## src/rtl/ula_pkg.sv

```systemverilog
// Shared definitions for the ULA and the sequential multiplier.
// Holds the ULA control codes and the multiplier FSM state type.
package ula_pkg;

    // ULA control codes
    localparam logic [4:0] ULA_SOMA     = 5'b00000;
    localparam logic [4:0] ULA_SUBTRAI  = 5'b00001;
    localparam logic [4:0] ULA_E        = 5'b00010;
    localparam logic [4:0] ULA_OU       = 5'b00011;
    localparam logic [4:0] ULA_XOU      = 5'b00100;
    localparam logic [4:0] ULA_DESL_ESQ = 5'b01000;
    localparam logic [4:0] ULA_DESL_DIR = 5'b01001;
    localparam logic [4:0] ULA_ZERO     = 5'b10000;
    localparam logic [4:0] ULA_PASSA_A  = 5'b10101;

    // Multiplier FSM states
    typedef enum logic [1:0] {
        OCIOSO,
        SOMA,
        DESLOCA,
        FIM
    } estado_t;

    // True while an operation is in flight (everything except idle).
    function automatic logic estado_ocupado(estado_t e);
        return e != OCIOSO;
    endfunction

endpackage

```

## src/rtl/ula_mult_seq.sv

```systemverilog
// ula_mult_seq: shift-and-add multiplier that borrows an external ULA for
// every add and shift. Produces the low LARGURA bits of entA*entB with a
// fixed latency of 2*LARGURA+1 cycles after inicio is accepted.
// Ports:
//   clk, rst_n        : clock, asynchronous active-low reset
//   inicio, cancela   : start pulse (idle only), abort (SOMA/DESLOCA only)
//   entA, entB        : multiplicand / multiplier, captured with inicio
//   ocupado, pronto   : busy flag, one-cycle result-valid pulse
//   produto           : registered result, held until the next one
//   ula_operandoA/B, ula_controle : drive the ULA
//   ula_resultado     : ULA result, combinational from the three above
module ula_mult_seq
    import ula_pkg::*;
#(
    parameter int unsigned LARGURA = 16
) (
    input  logic               clk,
    input  logic               rst_n,
    input  logic               inicio,
    input  logic               cancela,
    input  logic [LARGURA-1:0] entA,
    input  logic [LARGURA-1:0] entB,
    output logic               ocupado,
    output logic               pronto,
    output logic [LARGURA-1:0] produto,
    output logic [LARGURA-1:0] ula_operandoA,
    output logic [LARGURA-1:0] ula_operandoB,
    output logic [4:0]         ula_controle,
    input  logic [LARGURA-1:0] ula_resultado
);

    localparam int unsigned CNT_W = $clog2(LARGURA);
    localparam logic [CNT_W-1:0] CNT_ULTIMO = CNT_W'(LARGURA - 1);

    estado_t            estado_q, estado_d;
    logic [LARGURA-1:0] acc_q, acc_d;
    logic [LARGURA-1:0] mcand_q, mcand_d;
    logic [LARGURA-1:0] mult_q, mult_d;
    logic [CNT_W-1:0]   cnt_q, cnt_d;
    logic [LARGURA-1:0] produto_q, produto_d;

    // State register
    always_ff @(posedge clk or negedge rst_n) begin
        if (!rst_n) begin
            estado_q  <= OCIOSO;
            acc_q     <= '0;
            mcand_q   <= '0;
            mult_q    <= '0;
            cnt_q     <= '0;
            produto_q <= '0;
        end else begin
            estado_q  <= estado_d;
            acc_q     <= acc_d;
            mcand_q   <= mcand_d;
            mult_q    <= mult_d;
            cnt_q     <= cnt_d;
            produto_q <= produto_d;
        end
    end

    // Next state and datapath updates
    always_comb begin
        estado_d  = estado_q;
        acc_d     = acc_q;
        mcand_d   = mcand_q;
        mult_d    = mult_q;
        cnt_d     = cnt_q;
        produto_d = produto_q;
        case (estado_q)
            OCIOSO: begin
                if (inicio) begin
                    acc_d    = '0;
                    mcand_d  = entA;
                    mult_d   = entB;
                    cnt_d    = '0;
                    estado_d = SOMA;
                end
            end
            SOMA: begin
                if (cancela) begin
                    estado_d = OCIOSO;
                end else begin
                    acc_d    = ula_resultado;
                    estado_d = DESLOCA;
                end
            end
            DESLOCA: begin
                if (cancela) begin
                    estado_d = OCIOSO;
                end else begin
                    mcand_d = ula_resultado;
                    mult_d  = mult_q >> 1;
                    if (cnt_q == CNT_ULTIMO) begin
                        // acc already holds the sum from the last SOMA
                        produto_d = acc_q;
                        estado_d  = FIM;
                    end else begin
                        cnt_d    = cnt_q + 1'b1;
                        estado_d = SOMA;
                    end
                end
            end
            FIM:     estado_d = OCIOSO;
            default: estado_d = OCIOSO;
        endcase
    end

    // Outputs and ULA command decode
    always_comb begin
        ula_controle  = ULA_ZERO;
        ula_operandoA = '0;
        ula_operandoB = '0;
        case (estado_q)
            SOMA: begin
                ula_operandoA = acc_q;
                if (mult_q[0]) begin
                    ula_controle  = ULA_SOMA;
                    ula_operandoB = mcand_q;
                end else begin
                    ula_controle = ULA_PASSA_A;
                end
            end
            DESLOCA: begin
                ula_controle  = ULA_DESL_ESQ;
                ula_operandoA = mcand_q;
                ula_operandoB = LARGURA'(1);
            end
            default: begin
                ula_controle  = ULA_ZERO;
                ula_operandoA = '0;
                ula_operandoB = '0;
            end
        endcase
    end

    assign ocupado = estado_ocupado(estado_q);
    assign pronto  = (estado_q == FIM);
    assign produto = produto_q;

endmodule

```

## config.mk

```make
export PLATFORM = sky130hd
export DESIGN_NAME = ula_mult_seq
export DESIGN_NICKNAME = d
export VERILOG_FILES = /design/src/rtl/ula_pkg.sv /design/src/rtl/ula_mult_seq.sv
export SDC_FILE = /design/constraint.sdc
export NUM_CORES = 1
export LEC_CHECK = 0
export CORE_MARGIN = 5
export CORE_UTILIZATION = 43
export DETAILED_ROUTE_END_ITERATION = 16
export PLACE_DENSITY = 0.73
export SLEW_MARGIN = 40
export SYNTH_ARGS = -nofsm -noshare
export SYNTH_HDL_FRONTEND = slang
export SYNTH_SLANG_ARGS = --single-unit
```

## constraint.sdc

```tcl
create_clock -name clk -period 2.5 [get_ports clk]
set_input_delay 0.375 -clock clk [delete_from_list [all_inputs] [get_ports clk]]
set_output_delay 0.375 -clock clk [all_outputs]
set_load 0.005 [all_outputs]
```

After elaboration in Yosys (flattened, before gate mapping)
Cells that the tools add are included.
{"block": "totals", "ff_bits": 70, "inputBits": 52, "elab_cells": 46}
{"block": "op_classes", "addsub": 1, "eq_ne": 8, "mux": 22, "n_bitwise": 1, "reduce_logical": 8}
{"cell": "one-hot mux 16 bit (2 select lines)", "n": 5}
{"cell": "2-to-1 mux 16 bit", "n": 6}
{"cell": "2-to-1 mux 4 bit", "n": 3}
{"cell": "one-hot mux 5 bit (2 select lines)", "n": 1}
{"cell": "AND reduction 3 bit", "n": 3}
{"cell": "2-to-1 mux 2 bit", "n": 4}
{"cell": "inequality test 2 bit, second input constant", "n": 4}
{"cell": "one-hot mux 2 bit (4 select lines)", "n": 1}
{"cell": "one-hot mux 4 bit (2 select lines)", "n": 1}
{"cell": "nonzero test 2 bit", "n": 3}
{"cell": "2-to-1 mux 5 bit", "n": 1}
{"cell": "adder 4 x 1 -> 4 bit, second input constant", "n": 1}
{"cell": "equality test 2 bit, second input constant", "n": 2}
{"cell": "equality test 4 bit, second input constant", "n": 1}
{"cell": "AND reduction 4 bit", "n": 1}
{"cell": "equality test 2 x 1 -> 1 bit, second input constant", "n": 1}
{"cell": "zero test 2 bit", "n": 1}
{"cell": "inverter 1 bit", "n": 1}

Depth between registers and ports, before layout
Gate-level depths: netlist of run 1.
{"block": "depth", "word_depth": 4, "depth_mapped": 8}

Worst setup path after synthesis of run 1
Ideal clock, no wire load.
{"block": "synth_path", "kind": "reg2out", "startpoint": "reg estado_q[1]", "endpoint": "out ula_controle[2]", "t_arrival_ns": 1.652, "required_ns": 2.125, "slack_ns": 0.473, "path_stages_with_launch": 9, "cell_sequence": "dfrtp_1 -> inv_1 -> ha_1 -> buf_2 -> and2_1 -> clkbuf_1 -> clkbuf_1 -> nor2b_1 -> buf_4"}
{"block": "synth_via", "elab_chain_len": 2, "elab_cells_between_ends": 3}
{"item": "start: declaration", "line_no": "ula_mult_seq.sv:35", "source": "estado_t estado_q, estado_d;"}
{"item": "start signal: assignment", "line_no": "ula_mult_seq.sv:52", "source": "estado_q <= estado_d;"}
{"item": "equality test 2 bit / equality test 2 x 1 -> 1 bit (equally long branches)", "line_no": "ula_mult_seq.sv:113", "source": "case (estado_q)"}
{"item": "one-hot mux 5 bit (2 select lines) (*)", "line_no": "ula_mult_seq.sv:113"}
{"item": "end: declaration", "line_no": "ula_mult_seq.sv:28", "source": "output logic [4:0] ula_controle,"}
Every way passes the cells marked *; elsewhere a longest branch is shown, timed or not.

Worst setup path in the final report of run 1
{"block": "layout_path", "startpoint": "reg estado_q[0]", "endpoint": "out ula_operandoA[6]"}
{"block": "layout_via", "elab_chain_len": 2, "elab_cells_between_ends": 3}
{"item": "equality test 2 bit / equality test 2 x 1 -> 1 bit (equally long branches)", "line_no": "ula_mult_seq.sv:113"}
{"item": "one-hot mux 16 bit (2 select lines) (*)", "line_no": "ula_mult_seq.sv:113"}
{"item": "end: declaration", "line_no": "ula_mult_seq.sv:26", "source": "output logic [LARGURA-1:0] ula_operandoA,"}
Marked as above.

==> results.toml, run 1 <==
[outcome]
outcome = "complete, no violations"

[power_and_ir_drop]
ir_worst_vdd_uv = 695.6
p_leak_nw = 2.845
power_w = 0.006034
power.density_nw_per_um2 = 1108

[global_routing]
grt_pass1_vias = 3014
gr-total-overflow = 0
grt_max_degree = 40
grt_pass1_wl_mm = 15.74
antenna_found_initial = 0
grt_util_all_layers_pct = 18.24

[place]
hpwlAfterDp_mm = 6.456
gp_congestion = 0.7577
io_buffers = 105
place_ws_ns = 0.2684

[cts]
root_buffer = "clkbuf_8"
cts.sinks = 70
insertion_delay_ns = 0.35
cts_buffer_depth = 2
clk_pin_slew_ns = 0.07
htree_levels = 3
cts_tree = "yes"
cts_buffers = 9

[setup_path]
cp.arrival_ns = 2.12
critPathMaxFanout = 11
crit_path_end_kind = "output pin"
critical_path_class = "reg2out"
critPathRequiredTime_ns = 2.12
start_kind = "register"

[route]
viasPerCell = 5.241
wl_mm = 9.831
first_pass_iters = 4
dr_wl_met3_um = 547
top_layer_used = "met4"
wl_met2_mm = 4.885
drt-met1-wl_mm = 4.281
ant_nets = 0
vias = 2825
wire_per_inst_um = 18.24
drc = 0
drt_iter0_drc = 107

[synth]
yosys_warnings = 0
yosys-top-cells-area = "dfrtp_1, mux2_4, mux2_2"
syn_nets = 362
ys_types = 35
synthCells = 304
syn_area_um2 = 3762
syn_avg_cell_area_um2 = 12.38
yosys.area.top_type_share_pct = 46.56
synth_top_area_cell = "dfrtp_1"
ys_seq_area_share_pct = 46.56
ys_ff_latch = 70

[sta]
drv_slew = 0
finClkSkew_ns = 0.008580
setup_viol = 0
post-route-period-util_pct = 99.78
fmax_mhz = 400.9
maxSlewHeadroom_pct = 56.99
fin_ws_ns = 0.005440
min_period_ns = 2.495
finalHoldViolCount = 0
rsz0062_at_grt = "yes"
worstMarginPinSlew_ns = 0.6451

[floorplanning]
std_cell_rows = 34
die_h_um = 103.5
design.die.area_um2 = 10720
core_um2 = 8636
start_util_pct = 43.57
ios = 107
fp.dieW_um = 103.5

[job]
maxCapViolations = 0

[hold_path]
hp-class = "reg2reg"

[cells_and_area]
layout_common_cells = "clkdlybuf4s50_1, dfrtp_1, mux2_2"
diodes = 0
final_common_cell = "clkdlybuf4s50_1"
drive_gt1_share_pct = 26.45
fin_nets = 484
syn_to_final_growth_pct = 44.80
## routing by layer
metal,vias to the layer above,track usage (%)
met4,0,5.436
li1,1310,-
met5,-,0
met1,1404,22.61
met3,16,6.530
met2,95,29.83
## path summary, 6_finish.rpt
check	from	end	slack, ns	cells after the start
setup / recovery	estado_q[0]	ula_operandoA[6]	0.005	7
hold / removal	mult_q[4]	mult_q[4]	0.48	1
setup reg to reg	estado_q[0]	mult_q[1]	0.33	8
hold reg to reg	mult_q[4]	mult_q[4]	0.48	1
max in group asynchronous	rst_n	produto[3]	1.42	3
min in group asynchronous	rst_n	mult_q[11]	0.51	2
## worst max-delay path, cell delays in order (launching register included)
cell and delay, ns:
dfrtp_1 0.40, inv_2 0.09, buf_4 0.13, ha_4 0.17, and2_4 0.16, buf_8 0.14
a22o_1 0.17, clkdlybuf4s50_1 0.50
## report_power, final
part	leakage [nW]	internal (W)	switching [W]
logic	1.84	0.00186	0.00128
clock network	0.116	0.000616	0.000433
registers	0.890	0.00153	0.000320
## what timing repair did
action                     in CTS  in global routing
setup endpoints to repair      35                 21
pin swaps                       0                  1
hold endpoints to repair        0                 31
gates resized for setup        23                 25
setup buffers                   4                  8
hold buffers                    0                  1
gates cloned                    1                  2
## stage by stage
stage	hold WS, ns	setup TNS [ns]	util, %	cells	cell area [µm²]
after floorplan	0.07941	0	-	304	3762
after global placement	0.4649	0	57.26	507	4945
after detailed placement	0.4741	0	57.26	507	4945
after CTS	0.1127	-0.03596	60.78	528	5249
after global routing	0.5061	-0.09028	63.08	539	5448
final	0.4848	0	63.08	539	5448
## kinds of logic (layout without fill, tap and decap cells)
group / after synthesis / in the layout / share of synthesized area (%)
AND/OR/NAND/NOR: 52 / 52 / 7.616
AO/OA/AOI/OAI: 35 / 35 / 7.549
buffers and inverters: 46 / 173 / 6.086
multiplexers: 94 / 94 / 30.10
other: 1 / 1 / 0.09967
adder cells (fa/ha/maj): 6 / 6 / 1.995
flip-flops: 70 / 70 / 46.56
## Yosys cell counts
| master | number |
|---|---|
| dfrtp_1 | 70 |
| mux2_2 | 31 |
| inv_1 | 25 |
| mux2_4 | 25 |
| mux2_1 | 22 |
| nand2_1 | 19 |
| a22o_1 | 17 |
| and3_1 | 16 |
| mux2i_1 | 16 |
| clkbuf_1 | 7 |
| buf_2 | 6 |
| ha_1 | 6 |
| buf_6 | 5 |
| o21ai_0 | 5 |
| nand2b_1 | 4 |
| and2_1 | 3 |
| buf_4 | 3 |
| nor2b_1 | 3 |
| a22oi_1 | 2 |
| o2111ai_1 | 2 |
| o211ai_1 | 2 |
| o221ai_1 | 2 |
| a21oi_4 | 1 |
| a31o_2 | 1 |
| and2b_4 | 1 |
| conb_1 | 1 |
| nand3_1 | 1 |
| nand3_2 | 1 |
| nand4b_1 | 1 |
| nor2_1 | 1 |
| nor2_2 | 1 |
| nor2b_2 | 1 |
| o21a_1 | 1 |
| o21ai_1 | 1 |
| o31ai_1 | 1 |
## state kept, by name (all words and copies together) (netlist names)
register  flops
mcand_q      16
estado_q      2
mult_q       16
produto      16
acc_q        16
cnt_q         4
## area by class of cell
type | count | area, µm²
clock buffer | 11 | 151.4
clock inverter | 5 | 81.33
fill | 678 | 3188
inverter | 25 | 93.84
multi-input combinational | 188 | 1818
sequential | 70 | 1752
tap | 108 | 135.1
timing repair buffer | 132 | 1416
Note: power is estimated with default switching activity, not from simulation.
==> run 2: changes to the inputs <==
--- a/config.mk
+++ b/config.mk
@@ -7,6 +7,7 @@
 export LEC_CHECK = 0
 export CORE_MARGIN = 5
 export CORE_UTILIZATION = 43
+export CTS_CLUSTER_SIZE = 40
 export DETAILED_ROUTE_END_ITERATION = 16
 export PLACE_DENSITY = 0.73
 export SLEW_MARGIN = 40
==> results of run 2 <==
Final layout, timing and power as in run 1 (identical DEF).
==> run 3: changes to the inputs <==
--- a/config.mk
+++ b/config.mk
@@ -5,7 +5,7 @@
 export SDC_FILE = /design/constraint.sdc
 export NUM_CORES = 1
 export LEC_CHECK = 0
-export CORE_MARGIN = 5
+export CORE_MARGIN = 4
 export CORE_UTILIZATION = 43
 export CTS_CLUSTER_SIZE = 40
 export DETAILED_ROUTE_END_ITERATION = 16
==> run 3 against run 2 <==
Effect of this change: sequential share of layout area rose by 0.53 points; via count is 0.32% lower; count of clock-buffer cells in the layout is 1 lower; wire length shrank 0.45%; first-iteration DRC count shrank 31%.
==> results.toml, run 3 (synthesis gave the netlist of run 1 again) <==
[power_and_ir_drop]
power.density_nw_per_um2 = 1092
p_leak_nw = 2.854
ir_worst_vdd_uv = 604.1

[route]
first_pass_iters = 4
drc = 0
vias = 2816
wire_per_inst_um = 18.54
wl_mm = 9.787
ant_nets = 0
viasPerCell = 5.333
drt_iter0_drc = 74

[setup_path]
rr_startpoint = "estado_q[0]"
critPathMaxFanout = 9
path_depth = 6
crit_path_cell_trace = "inv_2, ha_4, and2_4, buf_16, a22o_1, clkdlybuf4s50_1"
r2r_end = "mult_q[5]"
critical_path_class = "reg2out"
critPathSlowestCell = "clkdlybuf4s50_1"
rr_worst_depth = 7
max_stage_delay_ns = 0.44
cp.arrival_ns = 2.05
critPathRequiredTime_ns = 2.12
crit_path_end_kind = "output pin"
start_kind = "register"
critPathBufInv = 3
r2r_slack_ns = 0.40
path_delay_family = "buffers and inverters"

[hold_path]
hp-class = "reg2reg"
worst_hold_path.endpoint = "mult_q[4]"
hp-start = "mult_q[4]"
holdPathStages = 1

[job]
maxCapViolations = 0

[sta]
fin_ws_ns = 0.07060
setup_viol = 0
maxSlewHeadroom_pct = 58.10
worstMarginPinSlew_ns = 0.6285
finClkSkew_ns = 0.01477
fmax_mhz = 411.6
post-route-period-util_pct = 97.18
min_period_ns = 2.429
finalHoldViolCount = 0
drv_slew = 0

[place]
place_ws_ns = 0.2276
hpwlAfterDp_mm = 6.568
gp_congestion = 0.7395
io_buffers = 105

[floorplanning]
design.die.area_um2 = 10310
ios = 107
core_um2 = 8382
start_util_pct = 44.89
fp.dieW_um = 101.5
std_cell_rows = 33
die_h_um = 101.5

[cells_and_area]
regArea_um2 = 1752
fin_nets = 477
drive_gt1_share_pct = 24.59
final_common_cell = "clkdlybuf4s50_1"
final_core_util_pct = 63.93
nFillCells = 674
layout_common_cells = "clkdlybuf4s50_1, dfrtp_1, mux2_2"
multi_input_area_um2 = 1805
syn_to_final_growth_pct = 42.43
diodes = 0

[global_routing]
grt_pass1_vias = 3012
grt_pass1_wl_mm = 15.12
use_met1_pct = 23.17
grt.busiest_layer = "met2"
grtUsageMet2_pct = 32.29
grt_util_all_layers_pct = 19.01
grt_use_met3_pct = 5.028
grt_max_degree = 33
antenna_found_initial = 0
gr-total-overflow = 0

[cts]
clk_pin_slew_ns = 0.08
insertion_delay_ns = 0.34
root_buffer = "clkbuf_8"
cts.sinks = 70
cts_buffers = 9
cts_tree = "yes"
cts_buffer_depth = 2
htree_levels = 3

[outcome]
outcome = "complete, no violations"
[run 3: report_power, final]
| part | switching, W | total (W) | internal, W |
|---|---|---|---|
| Clock | 0.000440 | 0.00110 | 0.000663 |
| Sequential | 0.000310 | 0.00183 | 0.00153 |
| Combinational | 0.00122 | 0.00291 | 0.00169 |
[run 3: stage by stage]
stage	TNS, ns	total power [W]	hold WS, ns	area, µm²	std cells
6_report	0	0.005853	0.4832	5359	528
5_1_grt	-0.00005951	0.006187	0.5196	5359	528
4_1_cts	-0.002485	0.005795	0.1225	5226	523
3_5_place_dp	0	0.004543	0.4729	4936	505
3_3_place_gp	0	0.004491	0.4626	4936	505
2_1_floorplan	0	0.003645	0.07941	3762	304
[run 3: layer usage]
| layer | wire length [µm] | vias to the layer above |
|---|---|---|
| met4 | 212 | 0 |
| met5 | 0 | - |
| li1 | - | 1299 |
| met3 | 710 | 22 |
| met2 | 4727 | 112 |
| met1 | 4136 | 1383 |
[run 3: layout make-up]
type                       count  area share (%)
inverter                      25           1.751
multi-input combinational    188           33.69
clock buffer                  10           2.382
clock inverter                 5           2.008
timing repair buffer         125           25.03
tap                          105           2.452
sequential                    70           32.69
[run 3: what timing repair did]
action                     CTS  global route
resized for setup           11            30
setup buffers                2             3
hold buffers                 0             1
hold endpoints to repair     0            27
gates cloned                 1             1
setup endpoints to repair   33            28
[run 3: worst reg2reg max path: stages, from the launching register on]
cell and delay, ns:
dfrtp_1 0.39, inv_2 0.11, ha_2 0.19, buf_4 0.31, and2b_4 0.25, o21a_2 0.18
buf_12 0.22, mux2_1 0.36
[run 3: worst max-delay path by stage]
| stage | slack, ns | from | endpoint |
|---|---|---|---|
| floorplan | 0.47 | estado_q[1] | ula_controle[2] |
| global placement | 0.29 | estado_q[1] | ula_operandoB[13] |
| detailed placement | 0.23 | estado_q[1] | ula_operandoB[13] |
| CTS | -0.002 | estado_q[1] | ula_controle[4] |
| global route | -0.00006 | estado_q[0] | ula_operandoA[12] |
| finish | 0.07 | estado_q[0] | ula_operandoA[12] |
